**config.mk**
```make
export PLATFORM = sky130hd
export DESIGN_NAME = mioc_gate_tester
export DESIGN_NICKNAME = d
export VERILOG_FILES = /design/src/rtl/mioc_gate_tester_pkg.sv /design/src/rtl/mioc_gate_tester_sync2.sv /design/src/rtl/mioc_gate_tester.sv
export SDC_FILE = /design/constraint.sdc
export NUM_CORES = 1
export LEC_CHECK = 0
export ABC_AREA = 1
export BUFFER_PORTS_ARGS = -buffer_cell sky130_fd_sc_hd__buf_2
export CELL_PAD_IN_SITES_DETAIL_PLACEMENT = 0
export CELL_PAD_IN_SITES_GLOBAL_PLACEMENT = 1
export CORE_UTILIZATION = 44
export CTS_BUF_LIST = sky130_fd_sc_hd__clkbuf_4
export CTS_CLUSTER_DIAMETER = 150
export DETAILED_ROUTE_END_ITERATION = 8
export PLACE_DENSITY = 0.81
export REMOVE_ABC_BUFFERS = 1
export SYNTH_ARGS = -nofsm -noshare
export SYNTH_HDL_FRONTEND = slang
export SYNTH_SLANG_ARGS = --single-unit
```
**constraint.sdc**
```tcl
create_clock -name clk -period 2 [get_ports clk]
set_clock_uncertainty 0.15 [all_clocks]
set_input_delay 0 -clock clk [delete_from_list [all_inputs] [get_ports clk]]
set_output_delay 0 -clock clk [all_outputs]
set_load 0.02 [all_outputs]
```
**src/rtl/mioc_gate_tester_pkg.sv**
```systemverilog
// Shared types and constants for the MIOC 2-input gate tester.
// Holds the sequencer state encoding and the expected-z tables of common gates.
`timescale 1ns/1ps
package mioc_gate_tester_pkg;

    typedef enum logic [2:0] {
        ST_IDLE   = 3'd0,
        ST_APPLY  = 3'd1,
        ST_SETTLE = 3'd2,
        ST_SAMPLE = 3'd3,
        ST_DONE   = 3'd4
    } state_t;

    // Bit k is the expected z for pattern index k = {in1, in2}.
    localparam logic [3:0] TRUTH_NOR2  = 4'b0001;
    localparam logic [3:0] TRUTH_NAND2 = 4'b0111;

    function automatic logic is_busy(input state_t s);
        return (s == ST_APPLY) || (s == ST_SETTLE) || (s == ST_SAMPLE);
    endfunction

endpackage

```
**src/rtl/mioc_gate_tester_sync2.sv**
```systemverilog
// Two-flop synchronizer for a single asynchronous pad input.
// Both flops clear on reset so the synchronized value starts at 0.
`timescale 1ns/1ps
module mioc_gate_tester_sync2 (
    input  logic clk,
    input  logic rst_n,
    input  logic d,
    output logic q
);

    logic meta;

    always_ff @(posedge clk or negedge rst_n) begin
        if (!rst_n) begin
            meta <= 1'b0;
            q    <= 1'b0;
        end else begin
            meta <= d;
            q    <= meta;
        end
    end

endmodule

```
**src/rtl/mioc_gate_tester.sv**
```systemverilog
// On-chip sequencer that walks a 2-input gate through all four input patterns,
// samples its synchronized output after a settle delay and scores it against TRUTH.
`timescale 1ns/1ps
module mioc_gate_tester
    import mioc_gate_tester_pkg::*;
#(
    parameter int         SETTLE_CYCLES = 10,
    parameter logic [3:0] TRUTH         = TRUTH_NOR2,
    parameter int         CNT_W         = 8
) (
    input  logic       clk,
    input  logic       rst_n,
    input  logic       start,
    output logic       in1,
    output logic       in2,
    input  logic       z,
    output logic       busy,
    output logic       done,
    output logic       pass,
    output logic [2:0] err_count,
    output logic [3:0] result_vec,
    output logic       sample_valid,
    output logic [1:0] sample_idx,
    output logic       sample_z
);

    state_t             state, state_next;
    logic [1:0]         idx, idx_next;
    logic [CNT_W-1:0]   cnt, cnt_next;
    logic               z_s;
    logic               in1_next, in2_next, busy_next, done_next, pass_next;
    logic               sample_valid_next, sample_z_next;
    logic [2:0]         err_next;
    logic [3:0]         result_next;
    logic [1:0]         sample_idx_next;

    mioc_gate_tester_sync2 u_sync_z (
        .clk   (clk),
        .rst_n (rst_n),
        .d     (z),
        .q     (z_s)
    );

    always_ff @(posedge clk or negedge rst_n) begin
        if (!rst_n) begin
            state <= ST_IDLE;
        end else begin
            state <= state_next;
        end
    end

    always_comb begin
        state_next        = state;
        idx_next          = idx;
        cnt_next          = cnt;
        in1_next          = in1;
        in2_next          = in2;
        err_next          = err_count;
        result_next       = result_vec;
        sample_valid_next = 1'b0;
        sample_idx_next   = sample_idx;
        sample_z_next     = sample_z;

        case (state)
            ST_IDLE, ST_DONE: begin
                if (start) begin
                    err_next    = '0;
                    result_next = '0;
                    idx_next    = '0;
                    state_next  = ST_APPLY;
                end
            end
            ST_APPLY: begin
                in1_next   = idx[1];
                in2_next   = idx[0];
                cnt_next   = CNT_W'(SETTLE_CYCLES - 1);
                state_next = ST_SETTLE;
            end
            ST_SETTLE: begin
                if (cnt == '0) begin
                    state_next = ST_SAMPLE;
                end else begin
                    cnt_next = cnt - 1'b1;
                end
            end
            ST_SAMPLE: begin
                result_next[idx]  = z_s;
                sample_z_next     = z_s;
                sample_idx_next   = idx;
                sample_valid_next = 1'b1;
                // At most four samples per run, so the 3-bit count cannot wrap.
                if (z_s != TRUTH[idx]) begin
                    err_next = err_count + 3'd1;
                end
                if (idx == 2'd3) begin
                    in1_next   = 1'b0;
                    in2_next   = 1'b0;
                    state_next = ST_DONE;
                end else begin
                    idx_next   = idx + 2'd1;
                    state_next = ST_APPLY;
                end
            end
            default: state_next = ST_IDLE;
        endcase

        busy_next = is_busy(state_next);
        done_next = (state_next == ST_DONE);
        pass_next = done_next && (err_next == 3'd0);
    end

    always_ff @(posedge clk or negedge rst_n) begin
        if (!rst_n) begin
            idx          <= '0;
            cnt          <= '0;
            in1          <= 1'b0;
            in2          <= 1'b0;
            busy         <= 1'b0;
            done         <= 1'b0;
            pass         <= 1'b0;
            err_count    <= '0;
            result_vec   <= '0;
            sample_valid <= 1'b0;
            sample_idx   <= '0;
            sample_z     <= 1'b0;
        end else begin
            idx          <= idx_next;
            cnt          <= cnt_next;
            in1          <= in1_next;
            in2          <= in2_next;
            busy         <= busy_next;
            done         <= done_next;
            pass         <= pass_next;
            err_count    <= err_next;
            result_vec   <= result_next;
            sample_valid <= sample_valid_next;
            sample_idx   <= sample_idx_next;
            sample_z     <= sample_z_next;
        end
    end

endmodule
```
==> metrics.log, run 1 <==
INFO  metric tritoncts.num_buffers = 5
INFO  metric synth_top_area_share = 50.99%
INFO  metric pre_cts_slack = around 0.13 ns
INFO  metric wirelength = around 3 mm
INFO  metric achievable-frequency = about 0.56 GHz
INFO  metric die_area = between 0.003 and 0.004 sq mm
INFO  metric detail_route.vias_per_cell = between 4 and 5
INFO  metric maximum_vdd_drop = roughly 0.58 mV
INFO  metric timing.setup.critical_path_class = reg2reg
INFO  metric final_nets = 223
INFO  metric drt-pass1-iter-count = 4
INFO  metric grt_met3_usage = 4.478%
INFO  metric initial_core_util = between 40% and 50%
INFO  metric detailedRoute.firstIterationViolations = 40
INFO  metric async_flop_share = 100.0%
INFO  metric hold_ws = about 0.10 ns
INFO  metric antenna_found_initial = 0
INFO  metric maxSlewViolCount = 0
INFO  metric height_of_the_die = slightly above 60 um
INFO  metric tritoncts = done
INFO  metric grt_usage = about a fifth
INFO  metric max_cap_viol_count = 0
INFO  metric grt_first_pass_wirelength = 5.161 mm
INFO  metric gpl.final_weighted_congestion = approximately 0.85
INFO  metric post-route-cell-area = 0.001775 sq mm
INFO  metric finalSetupViolations = 0
INFO  metric area_delta_synth_final = 16.69%
INFO  metric required = between 2 and 2.5 ns
INFO  metric cts_htree_levels = 2
INFO  metric ys_warn_count = 0
INFO  metric startpoint_type = register
INFO  metric mappedNetlistArea = ~0.0015 sq mm
INFO  metric clockBufferDepth = 2
INFO  metric synth_edf_count = 0
INFO  metric ys.flop_type = sky130_fd_sc_hd__dfrtp_1
INFO  metric critical_path_peak_fanout = 6
INFO  metric busiest_layer = met2
INFO  metric route.detailed.drc = 0
INFO  metric grt.met2_usage = about 29%
INFO  metric route.detailed.wl_per_inst = about 12 um
INFO  metric layout_worst_path_cycle_share = 89.28%
INFO  metric commonest_cells_in_the_synthesized_netlist = sky130_fd_sc_hd__nand2_1 (48), sky130_fd_sc_hd__dfrtp_1 (31), sky130_fd_sc_hd__inv_1 (20)
INFO  metric grt_setup_unrepaired = false
INFO  metric placedInstanceArea = about 0.0017 sq mm
INFO  metric n_fill_cell = about 300
INFO  metric synth.lib_cells_used.distinct = 22
INFO  metric pin_count_of_the_biggest_net_entering_global_routing = 32
INFO  metric final_antenna_net_count = 0
INFO  metric die_w = around 61 um
INFO  metric antenna_cells_inserted = 0
INFO  metric timing.critical_path.to_type = register
INFO  metric setup_total_negative_slack = 0 ns
INFO  metric leakage = ~0.96 nW
INFO  metric fin_ws = 0.2144 ns
INFO  metric fin_crit = around 1.8 ns
INFO  metric post-synth-top-count-cell = sky130_fd_sc_hd__nand2_1
INFO  metric post_synth.cell_area_avg = approximately 8.5 sq um
INFO  metric final_util = between 50% and 60%
INFO  metric clkSlewWorstSetupHoldPaths = about 0.09 ns
INFO  metric synthCells = about 180
INFO  metric postSynthRegisterBits = 31
INFO  metric worst_skew_pair.late_latency = between 0.3 and 0.4 ns
INFO  metric clock-root-buffer = sky130_fd_sc_hd__clkbuf_4
INFO  metric drive_gt1_share = 20.75%
INFO  metric status = finished, final reports clean
INFO  metric cp_data_arrival_time = about 1.9 ns
INFO  metric power.density_cell_area = roughly 1500 mW/mm^2
INFO  metric vias_in_the_first_global_route = 1180
INFO  metric placement_rows = 20
INFO  metric synth_seq_area_share = 50.99%
INFO  metric synth.top_cells.by_area = sky130_fd_sc_hd__dfrtp_1 (51%), sky130_fd_sc_hd__nand2_1 (12%), sky130_fd_sc_hd__ha_1 (6.6%)
INFO  metric core_area = between 0.003 and 0.004 sq mm
INFO  metric port_buffers = 19
INFO  metric timing.hold.worst.class = in2async
INFO  metric slew_headroom = a little over half
INFO  metric worst-slew-pin-transition = 0.6865 ns
INFO  metric detailedPlacementHpwl = 2.167 mm
INFO  metric clock-sinks = 31
INFO  metric grt_remaining_overflow = 0
INFO  metric finalHoldViolations = 0
INFO  metric post-synth-top-area-cell = sky130_fd_sc_hd__dfrtp_1
INFO  metric use_met1 = about a quarter
INFO  metric dr_total_vias = 1256
INFO  metric io_pins = 20
[registers in the layout, summed over array words and instances (netlist names), 2 cells and up]
| signal | count |
|---|---|
| cnt | 8 |
| err_count | 3 |
| idx | 2 |
| result_vec | 4 |
| sample_idx | 2 |
| state | 3 |
[repair_timing]
item / 4_1_cts / 5_1_grt
setup buffers: 0 / 4
hold buffers: 3 / 0
resized for setup: 0 / 1
endpoints found under the setup margin: 0 / 1
endpoints found under the hold margin: 37 / 0
[path summary, 6_finish.rpt]
path | from | depth (start not counted) | slack, ns | endpoint
hold / removal | rst_n | 2 | 0.10 | err_count[2]$_DFF_PN0_
setup reg to reg | idx[1]$_DFFE_PN0P_ | 10 | 0.21 | pass$_DFF_PN0_
max in group asynchronous | rst_n | 2 | 1.15 | idx[0]$_DFFE_PN0P_
setup / recovery | idx[1]$_DFFE_PN0P_ | 10 | 0.21 | pass$_DFF_PN0_
hold reg to reg | u_sync_z.meta$_DFF_PN0_ | 0 | 0.21 | u_sync_z.q$_DFF_PN0_
min in group clk | z | 2 | 0.17 | u_sync_z.meta$_DFF_PN0_
[layout make-up]
class                      count  area, sq um  share of cell area, %
tap                           44        55.05                  3.101
sequential                    31        775.7                  43.69
clock inverter                 2        7.507                 0.4228
inverter                      22        82.58                  4.651
timing repair buffer          27        162.7                  9.161
clock buffer                   6        45.04                  2.537
multi-input combinational    124        646.9                  36.43
[critical path, stage by stage (launching register included)]
cell and delay (ns):
sky130_fd_sc_hd__dfrtp_1 0.40, sky130_fd_sc_hd__inv_1 0.12, sky130_fd_sc_hd__ha_1 0.21, sky130_fd_sc_hd__ha_2 0.32, sky130_fd_sc_hd__nor2_1 0.12, sky130_fd_sc_hd__nor2_1 0.05
sky130_fd_sc_hd__nand2_1 0.05, sky130_fd_sc_hd__nand2_1 0.06, sky130_fd_sc_hd__nor2_1 0.10, sky130_fd_sc_hd__nand2_1 0.05, sky130_fd_sc_hd__nor2_1 0.09
[kinds of logic (layout without fill, tap and decap cells)]
| kind of cell | count (synthesis) | after routing | share of synthesized area [%] |
|---|---|---|---|
| AOI/OAI and AO/OA | 22 | 22 | 7.813 |
| xor gates and xnor gates | 2 | 2 | 1.152 |
| DFF | 31 | 31 | 50.99 |
| and+or+nand+nor | 92 | 92 | 26.81 |
| adders and majority gates | 8 | 8 | 6.579 |
| buffers and inverters | 24 | 57 | 6.661 |
[routing by layer]
metal / share of wire (%) / routed length, um / vias to the layer above
li1: - / - / 637
met4: 2.6 / 80 / 0
met3: 4.1 / 127 / 10
met5: 0 / 0 / -
met2: 44 / 1344 / 28
met1: 49 / 1510 / 581
[per-stage QoR]
| step | power (W) | std cells |
|---|---|---|
| after floorplan | 0.001875 | 177 |
| after CTS | 0.002585 | 252 |
| after detailed placement | 0.002223 | 241 |
| after global routing | 0.002855 | 256 |
| final | 0.002606 | 256 |
| after global placement | 0.002193 | 241 |
[power breakdown]
group	switching [W]	internal [W]	total, W
Sequential	0.000145	0.000820	0.000964
Combinational	0.000856	0.000439	0.00130
Clock	0.000203	0.000143	0.000346
Total	0.00120	0.00140	0.00261
[cell usage in the layout (no fill, tap or decap), types with 3 or more instances in the layout]
| cell | count |
|---|---|
| sky130_fd_sc_hd__o21ai_1 | 5 |
| sky130_fd_sc_hd__nand3_1 | 19 |
| sky130_fd_sc_hd__buf_2 | 19 |
| sky130_fd_sc_hd__ha_1 | 7 |
| sky130_fd_sc_hd__buf_4 | 5 |
| sky130_fd_sc_hd__nand2_2 | 7 |
| sky130_fd_sc_hd__dlygate4sd3_1 | 3 |
| sky130_fd_sc_hd__inv_1 | 20 |
| sky130_fd_sc_hd__nor2_1 | 11 |
| sky130_fd_sc_hd__o21ai_0 | 14 |
| sky130_fd_sc_hd__dfrtp_1 | 31 |
| sky130_fd_sc_hd__clkbuf_4 | 6 |
| sky130_fd_sc_hd__nand2_1 | 48 |
No activity file was read; power rests on OpenSTA's default activity.
==> run 2, diff against run 1 <==
--- a/config.mk
+++ b/config.mk
@@ -13,8 +13,10 @@
 export CTS_BUF_LIST = sky130_fd_sc_hd__clkbuf_4
 export CTS_CLUSTER_DIAMETER = 150
 export DETAILED_ROUTE_END_ITERATION = 8
+export GPL_TIMING_DRIVEN = 0
 export PLACE_DENSITY = 0.81
 export REMOVE_ABC_BUFFERS = 1
+export SKIP_CTS_REPAIR_TIMING = 1
 export SYNTH_ARGS = -nofsm -noshare
 export SYNTH_HDL_FRONTEND = slang
 export SYNTH_SLANG_ARGS = --single-unit
==> constraint.sdc (replaced) <==
create_clock -name clk -period 2.05 [get_ports clk]
set_clock_uncertainty 0.15 [all_clocks]
set_input_delay 0 -clock clk [delete_from_list [all_inputs] [get_ports clk]]
set_output_delay 0 -clock clk [all_outputs]
set_load 0.02 [all_outputs]
==> run 2 against run 1 <==
  * Total power fell by 2.2%
  * Critical path depth fell by 3
  * Worst setup slack improved by 0.018 ns
  * Clock power rose by 5.8%
  * Sequential share of layout area rose by 0.51 points
  * Die area did not move
  * Maximum frequency fell by 1.7%
==> metrics.log, run 2 (synthesis gave the netlist of run 1 again) <==
INFO  metric achievable-frequency = 0.5503 GHz (-1.7%)
INFO  metric area_delta_synth_final = 15.54%
INFO  metric route.detailed.wl_per_inst = 11.88 um (-0.74%)
INFO  metric timing.critical_path.to_type = register
INFO  metric timing.hold.worst.class = in2async
INFO  metric reg.largest.list = cnt x8, result_vec x4
INFO  metric pin_count_of_the_biggest_net_entering_global_routing = 32 (unchanged)
INFO  metric slew_headroom = 54.72% (+0.49 points)
INFO  metric clockBufferDepth = 2 (unchanged)
INFO  metric startpoint_type = register
INFO  metric detailedPlacementHpwl = 2.183 mm (+0.73%)
INFO  metric required = 2.12 ns (about the same)
INFO  metric post-route-cell-area = 0.001758 sq mm (-0.99%)
INFO  metric finalHoldViolations = 0 (unchanged)
INFO  metric post-layout-total-power = 0.002550 W (-2.2%)
INFO  metric post_layout_nonfiller_instances = 251 (-2.0%)
INFO  metric route.detailed.drc = 0 (unchanged)
INFO  metric placedInstanceArea = 0.001653 sq mm (-0.45%)
INFO  metric initial_core_util = 47.87% (unchanged)
INFO  metric cp_data_arrival_time = 1.89 ns (about the same)
INFO  metric worst_skew_pair.late_latency = 0.33 ns (about the same)
INFO  metric worst-slew-pin-transition = 0.6792 ns (-0.007374 ns)
INFO  metric critPathBufInv = 2 (+1)
INFO  metric crit_path_max_incr_delay = 0.37 ns (-0.03 ns)
INFO  metric wirelength = 2.982 mm (-2.7%)
INFO  metric dr_total_vias = 1220 (-2.9%)
INFO  metric maximum_vdd_drop = 0.5642 mV (-3.1%)
INFO  metric leakage = 0.9261 nW (-3.1%)
INFO  metric placement_rows = 20 (unchanged)
INFO  metric max_flop_register = cnt
INFO  metric gpl.final_weighted_congestion = 0.8115 (-4.8%)
INFO  metric cts_htree_levels = 2 (unchanged)
INFO  metric status = finished, final reports clean
INFO  metric port_buffers = 19 (unchanged)
INFO  metric grt_first_pass_wirelength = 5.333 mm (+3.3%)
INFO  metric clock-sinks = 31 (unchanged)
INFO  metric grt_usage = 20.10% (+0.72 points)
INFO  metric setup_total_negative_slack = 0 ns (unchanged)
INFO  metric critical_path.slowest_cell = sky130_fd_sc_hd__dfrtp_1
INFO  metric layout_worst_path_cycle_share = 88.64% (-0.64 points)
INFO  metric antenna_cells_inserted = 0 (unchanged)
INFO  metric drive_gt1_share = 20.77% (about the same)
INFO  metric antenna_found_initial = 0 (unchanged)
INFO  metric final_cell_mix = sky130_fd_sc_hd__nand2_1 (48), sky130_fd_sc_hd__dfrtp_1 (30), sky130_fd_sc_hd__inv_1 (19), sky130_fd_sc_hd__nand3_1 (19), sky130_fd_sc_hd__buf_2 (19)
INFO  metric die_area = 0.003697 sq mm (unchanged)
INFO  metric grt_setup_unrepaired = false
INFO  metric io_pins = 20 (unchanged)
INFO  metric maxSlewViolCount = 0 (unchanged)
INFO  metric final_common_cell = sky130_fd_sc_hd__nand2_1
INFO  metric clock-root-buffer = sky130_fd_sc_hd__clkbuf_4
INFO  metric core_area = 0.003178 sq mm (unchanged)
INFO  metric crit_path_cell_trace = inv_1, nand3_2, clkinvlp_4, nand2_2, nand2_2, o21ai_2, or2_1
INFO  metric final_nets = 218 (-2.2%)
INFO  metric path_common_cell = sky130_fd_sc_hd__nand2_2
INFO  metric max_cap_viol_count = 0 (unchanged)
INFO  metric power.density_cell_area = 1450 mW/mm^2 (-1.2%)
INFO  metric drt-pass1-iter-count = 4 (unchanged)
INFO  metric tritoncts = done
INFO  metric flip_flop_count_of_the_largest_register_after_layout = 8 (unchanged)
INFO  metric dpl.cell_count = 240 (-0.41%)
INFO  metric finalSetupViolations = 0 (unchanged)
INFO  metric fin_crit = 1.817 ns (+0.03157 ns)
INFO  metric cpLargestDelayFamily = simple AND/OR/NAND/NOR gates
INFO  metric timing.setup.critical_path_class = reg2reg
INFO  metric final_util = 55.32% (-0.55 points)
INFO  metric final_antenna_net_count = 0 (unchanged)
INFO  metric detailedRoute.firstIterationViolations = 58 (+45%)
INFO  metric die_w = 60.81 um (unchanged)
INFO  metric grt_remaining_overflow = 0 (unchanged)
INFO  metric critical_path_peak_fanout = 12 (+6)
INFO  metric clkSlewWorstSetupHoldPaths = 0.10 ns (about the same)
INFO  metric vias_in_the_first_global_route = 1211 (+2.6%)
INFO  metric height_of_the_die = 60.81 um (unchanged)
INFO  metric tritoncts.num_buffers = 5 (unchanged)
INFO  metric detail_route.vias_per_cell = 4.861 (-0.93%)
run 2: cell types whose count changed in the layout (fill, tap and decap cells not counted):
cell,before,now
sky130_fd_sc_hd__ha_4,0,1
sky130_fd_sc_hd__clkinvlp_4,0,1
sky130_fd_sc_hd__dfrtp_2,0,1
sky130_fd_sc_hd__clkbuf_4,6,7
sky130_fd_sc_hd__clkinv_2,0,1
sky130_fd_sc_hd__buf_4,5,0
sky130_fd_sc_hd__ha_2,1,0
sky130_fd_sc_hd__clkinv_1,2,0
sky130_fd_sc_hd__inv_1,20,19
sky130_fd_sc_hd__dfrtp_1,31,30
run 2: layer usage:
metal	vias to the layer above	wire length, um	GRT usage (%)
met1	573	1554	26.76
li1	623	-	-
met2	18	1273	30.30
met5	-	0	0
met3	6	107	6.397
met4	0	46	8.442
run 2: worst paths after layout:
check,end,depth (start not counted),from,slack (ns)
worst min-delay path,err_count[0]$_DFF_PN0_,2,rst_n,0.08
worst max register to register,busy$_DFF_PN0_,7,state[2]$_DFF_PN0_,0.23
worst min register to register,u_sync_z.q$_DFF_PN0_,0,u_sync_z.meta$_DFF_PN0_,0.22
worst max-delay path,busy$_DFF_PN0_,7,state[2]$_DFF_PN0_,0.23
min in group clk,u_sync_z.meta$_DFF_PN0_,2,z,0.16
max in group asynchronous,idx[0]$_DFFE_PN0P_,2,rst_n,1.18
run 2: through the flow:
stage	hold slack, ns	setup slack, ns
floorplan	-0.4456	0.3560
detailed placement	-0.06615	0.1227
global placement	-0.07640	0.1717
global route	0.1334	0.06378
CTS	-0.4361	0.1083
finish	0.07958	0.2329
run 2: cell type report:
class	instances	area [sq um]
tap	44	55.05
timing repair buffer	22	125.1
inverter	22	86.33
clock buffer	7	52.55
fill	306	1420
sequential	31	777.0
clock inverter	1	5.005
multi-input combinational	124	656.9
run 2: power breakdown:
part | leakage, nW | switching (W) | total [W] | internal (W)
Sequential | 0.405 | 0.000144 | 0.000945 | 0.000801
Clock | 0.0361 | 0.000206 | 0.000366 | 0.000160
Combinational | 0.485 | 0.000828 | 0.00124 | 0.000411
==> run 3, diff against run 2 <==
--- a/config.mk
+++ b/config.mk
@@ -9,12 +9,13 @@
 export BUFFER_PORTS_ARGS = -buffer_cell sky130_fd_sc_hd__buf_2
 export CELL_PAD_IN_SITES_DETAIL_PLACEMENT = 0
 export CELL_PAD_IN_SITES_GLOBAL_PLACEMENT = 1
-export CORE_UTILIZATION = 44
+export CORE_UTILIZATION = 40
 export CTS_BUF_LIST = sky130_fd_sc_hd__clkbuf_4
 export CTS_CLUSTER_DIAMETER = 150
 export DETAILED_ROUTE_END_ITERATION = 8
 export GPL_TIMING_DRIVEN = 0
-export PLACE_DENSITY = 0.81
+export PLACE_DENSITY = 0.77
+export RECOVER_POWER = 50
 export REMOVE_ABC_BUFFERS = 1
 export SKIP_CTS_REPAIR_TIMING = 1
 export SYNTH_ARGS = -nofsm -noshare
==> constraint.sdc (replaced) <==
create_clock -name clk -period 1.6 [get_ports clk]
set_clock_uncertainty 0.15 [all_clocks]
set_input_delay 0 -clock clk [delete_from_list [all_inputs] [get_ports clk]]
set_output_delay 0 -clock clk [all_outputs]
set_load 0.02 [all_outputs]
==> run 3 against run 2 <==
  * The run now ends with negative setup slack left
  * Worst setup slack worse by 0.29 ns
  * Routed wire length is 9.8% higher
  * Maximum frequency is 9.6% higher
  * Die area is 9.7% higher
  * Sequential power is 30% higher
  * Worst hold slack better by 0.036 ns
  * Critical endpoint is now pass$_DFF_PN0_
  * Largest cell class unchanged
==> metrics.log, run 3 (synthesis gave the netlist of run 1 again) <==
INFO  metric max_flop_register = cnt
INFO  metric grt_setup_unrepaired = true
INFO  metric cts_htree_levels = 2 (unchanged)
INFO  metric gpl.final_weighted_congestion = 0.7896 (-2.7%)
INFO  metric failed_checks = negative setup slack
INFO  metric maxSlewViolCount = 0 (unchanged)
INFO  metric height_of_the_die = 63.68 um (+4.7%)
INFO  metric die_w = 63.68 um (+4.7%)
INFO  metric detailedPlacementHpwl = 2.189 mm (+0.31%)
INFO  metric clkSlewWorstSetupHoldPaths = 0.10 ns (about the same)
INFO  metric drt-pass1-iter-count = 4 (unchanged)
INFO  metric clockBufferDepth = 2 (unchanged)
INFO  metric slew_headroom = 48.47% (-6.3 points)
INFO  metric worst_skew_pair.late_latency = 0.33 ns (about the same)
INFO  metric status = finished with violations
INFO  metric dr_total_vias = 1286 (+5.4%)
INFO  metric post-layout-total-power = 0.003776 W (+48%)
INFO  metric finalSetupViolations = 2 (+2)
INFO  metric detail_route.vias_per_cell = 4.853 (-0.16%)
INFO  metric route.detailed.wl_per_inst = 12.36 um (+4.0%)
INFO  metric tritoncts = done
INFO  metric maximum_vdd_drop = 0.7871 mV (+40%)
INFO  metric flip_flop_count_of_the_largest_register_after_layout = 8 (unchanged)
INFO  metric final_nets = 228 (+4.6%)
INFO  metric hold_ws = 0.1159 ns (+0.03636 ns)
INFO  metric antenna_found_initial = 0 (unchanged)
INFO  metric drive_gt1_share = 30.88% (+10 points)
INFO  metric wl_met2 = 1.549 mm (+22%)
INFO  metric timing.hold.worst.class = in2async
INFO  metric tritoncts.num_buffers = 5 (unchanged)
INFO  metric initial_core_util = 41.56% (-6.3 points)
INFO  metric antenna_cells_inserted = 0 (unchanged)
INFO  metric finalHoldViolations = 0 (unchanged)
INFO  metric route.detailed.drc = 0 (unchanged)
INFO  metric detailedRoute.firstIterationViolations = 70 (+21%)
INFO  metric required = 1.72 ns (-0.40 ns)
INFO  metric grt_first_pass_wirelength = 5.188 mm (-2.7%)
INFO  metric vias_in_the_first_global_route = 1159 (-4.3%)
INFO  metric critical_path_peak_fanout = 6 (-6)
INFO  metric leakage = 0.9922 nW (+7.1%)
INFO  metric worst-slew-pin-transition = 0.7730 ns (+0.09381 ns)
INFO  metric wirelength = 3.275 mm (+9.8%)
INFO  metric top_layer_used = met4
INFO  metric pin_count_of_the_biggest_net_entering_global_routing = 32 (unchanged)
INFO  metric io_pins = 20 (unchanged)
INFO  metric grt_usage = 16.75% (-3.3 points)
INFO  metric die_area = 0.004055 sq mm (+9.7%)
INFO  metric post_layout_nonfiller_instances = 265 (+5.6%)
INFO  metric clock-sinks = 31 (unchanged)
INFO  metric placement_rows = 22 (+10%)
INFO  metric layout_worst_path_cycle_share = 103.6% (+15 points)
INFO  metric fin_crit = 1.658 ns (-0.1590 ns)
INFO  metric timing.critical_path.to_type = register
INFO  metric met1Wirelength = 1.545 mm (-0.58%)
INFO  metric fin_ws = -0.05809 ns (-0.2910 ns)
INFO  metric cp_data_arrival_time = 1.77 ns (-0.12 ns)
INFO  metric grt_remaining_overflow = 0 (unchanged)
INFO  metric achievable-frequency = 0.6031 GHz (+9.6%)
INFO  metric startpoint_type = register
INFO  metric dpl.cell_count = 244 (+1.7%)
INFO  metric clock-root-buffer = sky130_fd_sc_hd__clkbuf_4
INFO  metric final_util = 52.97% (-2.3 points)
INFO  metric reg.largest.list = cnt x8, result_vec x4
INFO  metric max_cap_viol_count = 0 (unchanged)
INFO  metric final_antenna_net_count = 0 (unchanged)
INFO  metric final_common_cell = sky130_fd_sc_hd__nand2_1
INFO  metric core_area = 0.003661 sq mm (+15%)
INFO  metric port_buffers = 19 (unchanged)
INFO  metric area_delta_synth_final = 27.47%
INFO  metric timing.setup.critical_path_class = reg2reg
INFO  metric final_cell_mix = sky130_fd_sc_hd__nand2_1 (44), sky130_fd_sc_hd__dfrtp_1 (31), sky130_fd_sc_hd__buf_2 (18)
INFO  metric met3RoutedLength = 126 um (+18%)
INFO  metric power.density_cell_area = 1947 mW/mm^2 (+34%)
[run 3: cell types whose count changed in the layout (fill, tap and decap cells not counted), moves of 3 or more]
| cell | change |
|---|---|
| sky130_fd_sc_hd__nand2_4 | +3 |
| sky130_fd_sc_hd__inv_2 | +6 |
| sky130_fd_sc_hd__nand3_1 | -3 |
| sky130_fd_sc_hd__inv_1 | -6 |
| sky130_fd_sc_hd__buf_4 | +10 |
| sky130_fd_sc_hd__nand2_1 | -4 |
[run 3: power breakdown]
part | internal, W | total (W) | switching [W]
registers | 0.00102 | 0.00123 | 0.000208
logic | 0.000737 | 0.00195 | 0.00121
clock network | 0.000321 | 0.000594 | 0.000273
total | 0.00208 | 0.00378 | 0.00169
[run 3: cell type report]
cell class                      count  area [sq um]
Clock buffer                        5         37.54
Clock inverter                      3         38.79
Fill cell                         335          1722
Inverter                           22         86.33
Multi-Input combinational cell    124         740.7
Sequential cell                    31         775.7
Tap cell                           48         60.06
Timing Repair Buffer               32         200.2
[run 3: worst paths after layout]
kind | from | endpoint | slack (ns) | depth (start not counted)
setup reg to reg | idx[1]$_DFFE_PN0P_ | pass$_DFF_PN0_ | -0.06 | 11
min in group clk | z | u_sync_z.meta$_DFF_PN0_ | 0.16 | 2
max in group asynchronous | rst_n | cnt[3]$_DFFE_PN0P_ | 0.69 | 2
setup / recovery | idx[1]$_DFFE_PN0P_ | pass$_DFF_PN0_ | -0.06 | 11
hold reg to reg | u_sync_z.meta$_DFF_PN0_ | u_sync_z.q$_DFF_PN0_ | 0.22 | 0
hold / removal | rst_n | sample_idx[1]$_DFFE_PN0P_ | 0.12 | 2
[run 3: layer usage]
metal  vias to the layer above  GRT usage, %
met5                         -             0
met4                         0         6.818
met3                         5         5.072
met2                        26         26.06
met1                       602         21.52
li1                        653             -
[run 3: worst max-delay path: stages (launching register included)]
cell	delay (ns)
sky130_fd_sc_hd__dfrtp_1	0.41
sky130_fd_sc_hd__inv_2	0.07
sky130_fd_sc_hd__ha_4	0.17
sky130_fd_sc_hd__ha_4	0.31
sky130_fd_sc_hd__nand2_2	0.05
sky130_fd_sc_hd__inv_2	0.04
sky130_fd_sc_hd__nor2_1	0.03
sky130_fd_sc_hd__nand2_1	0.05
sky130_fd_sc_hd__nand2_1	0.07
sky130_fd_sc_hd__nor2_1	0.10
sky130_fd_sc_hd__nand2_1	0.06
sky130_fd_sc_hd__nor2_1	0.07
[run 3: stage by stage]
stage                     cell area [sq um]  TNS (ns)  setup slack, ns
after detailed placement               1658    -1.284          -0.2800
after global placement                 1658   -0.9361          -0.2757
final                                  1939  -0.07905         -0.05809
after floorplan                        1503  -0.09397         -0.09397
after global routing                   1939   -0.7461          -0.1720
after CTS                              1734    -1.630          -0.3054
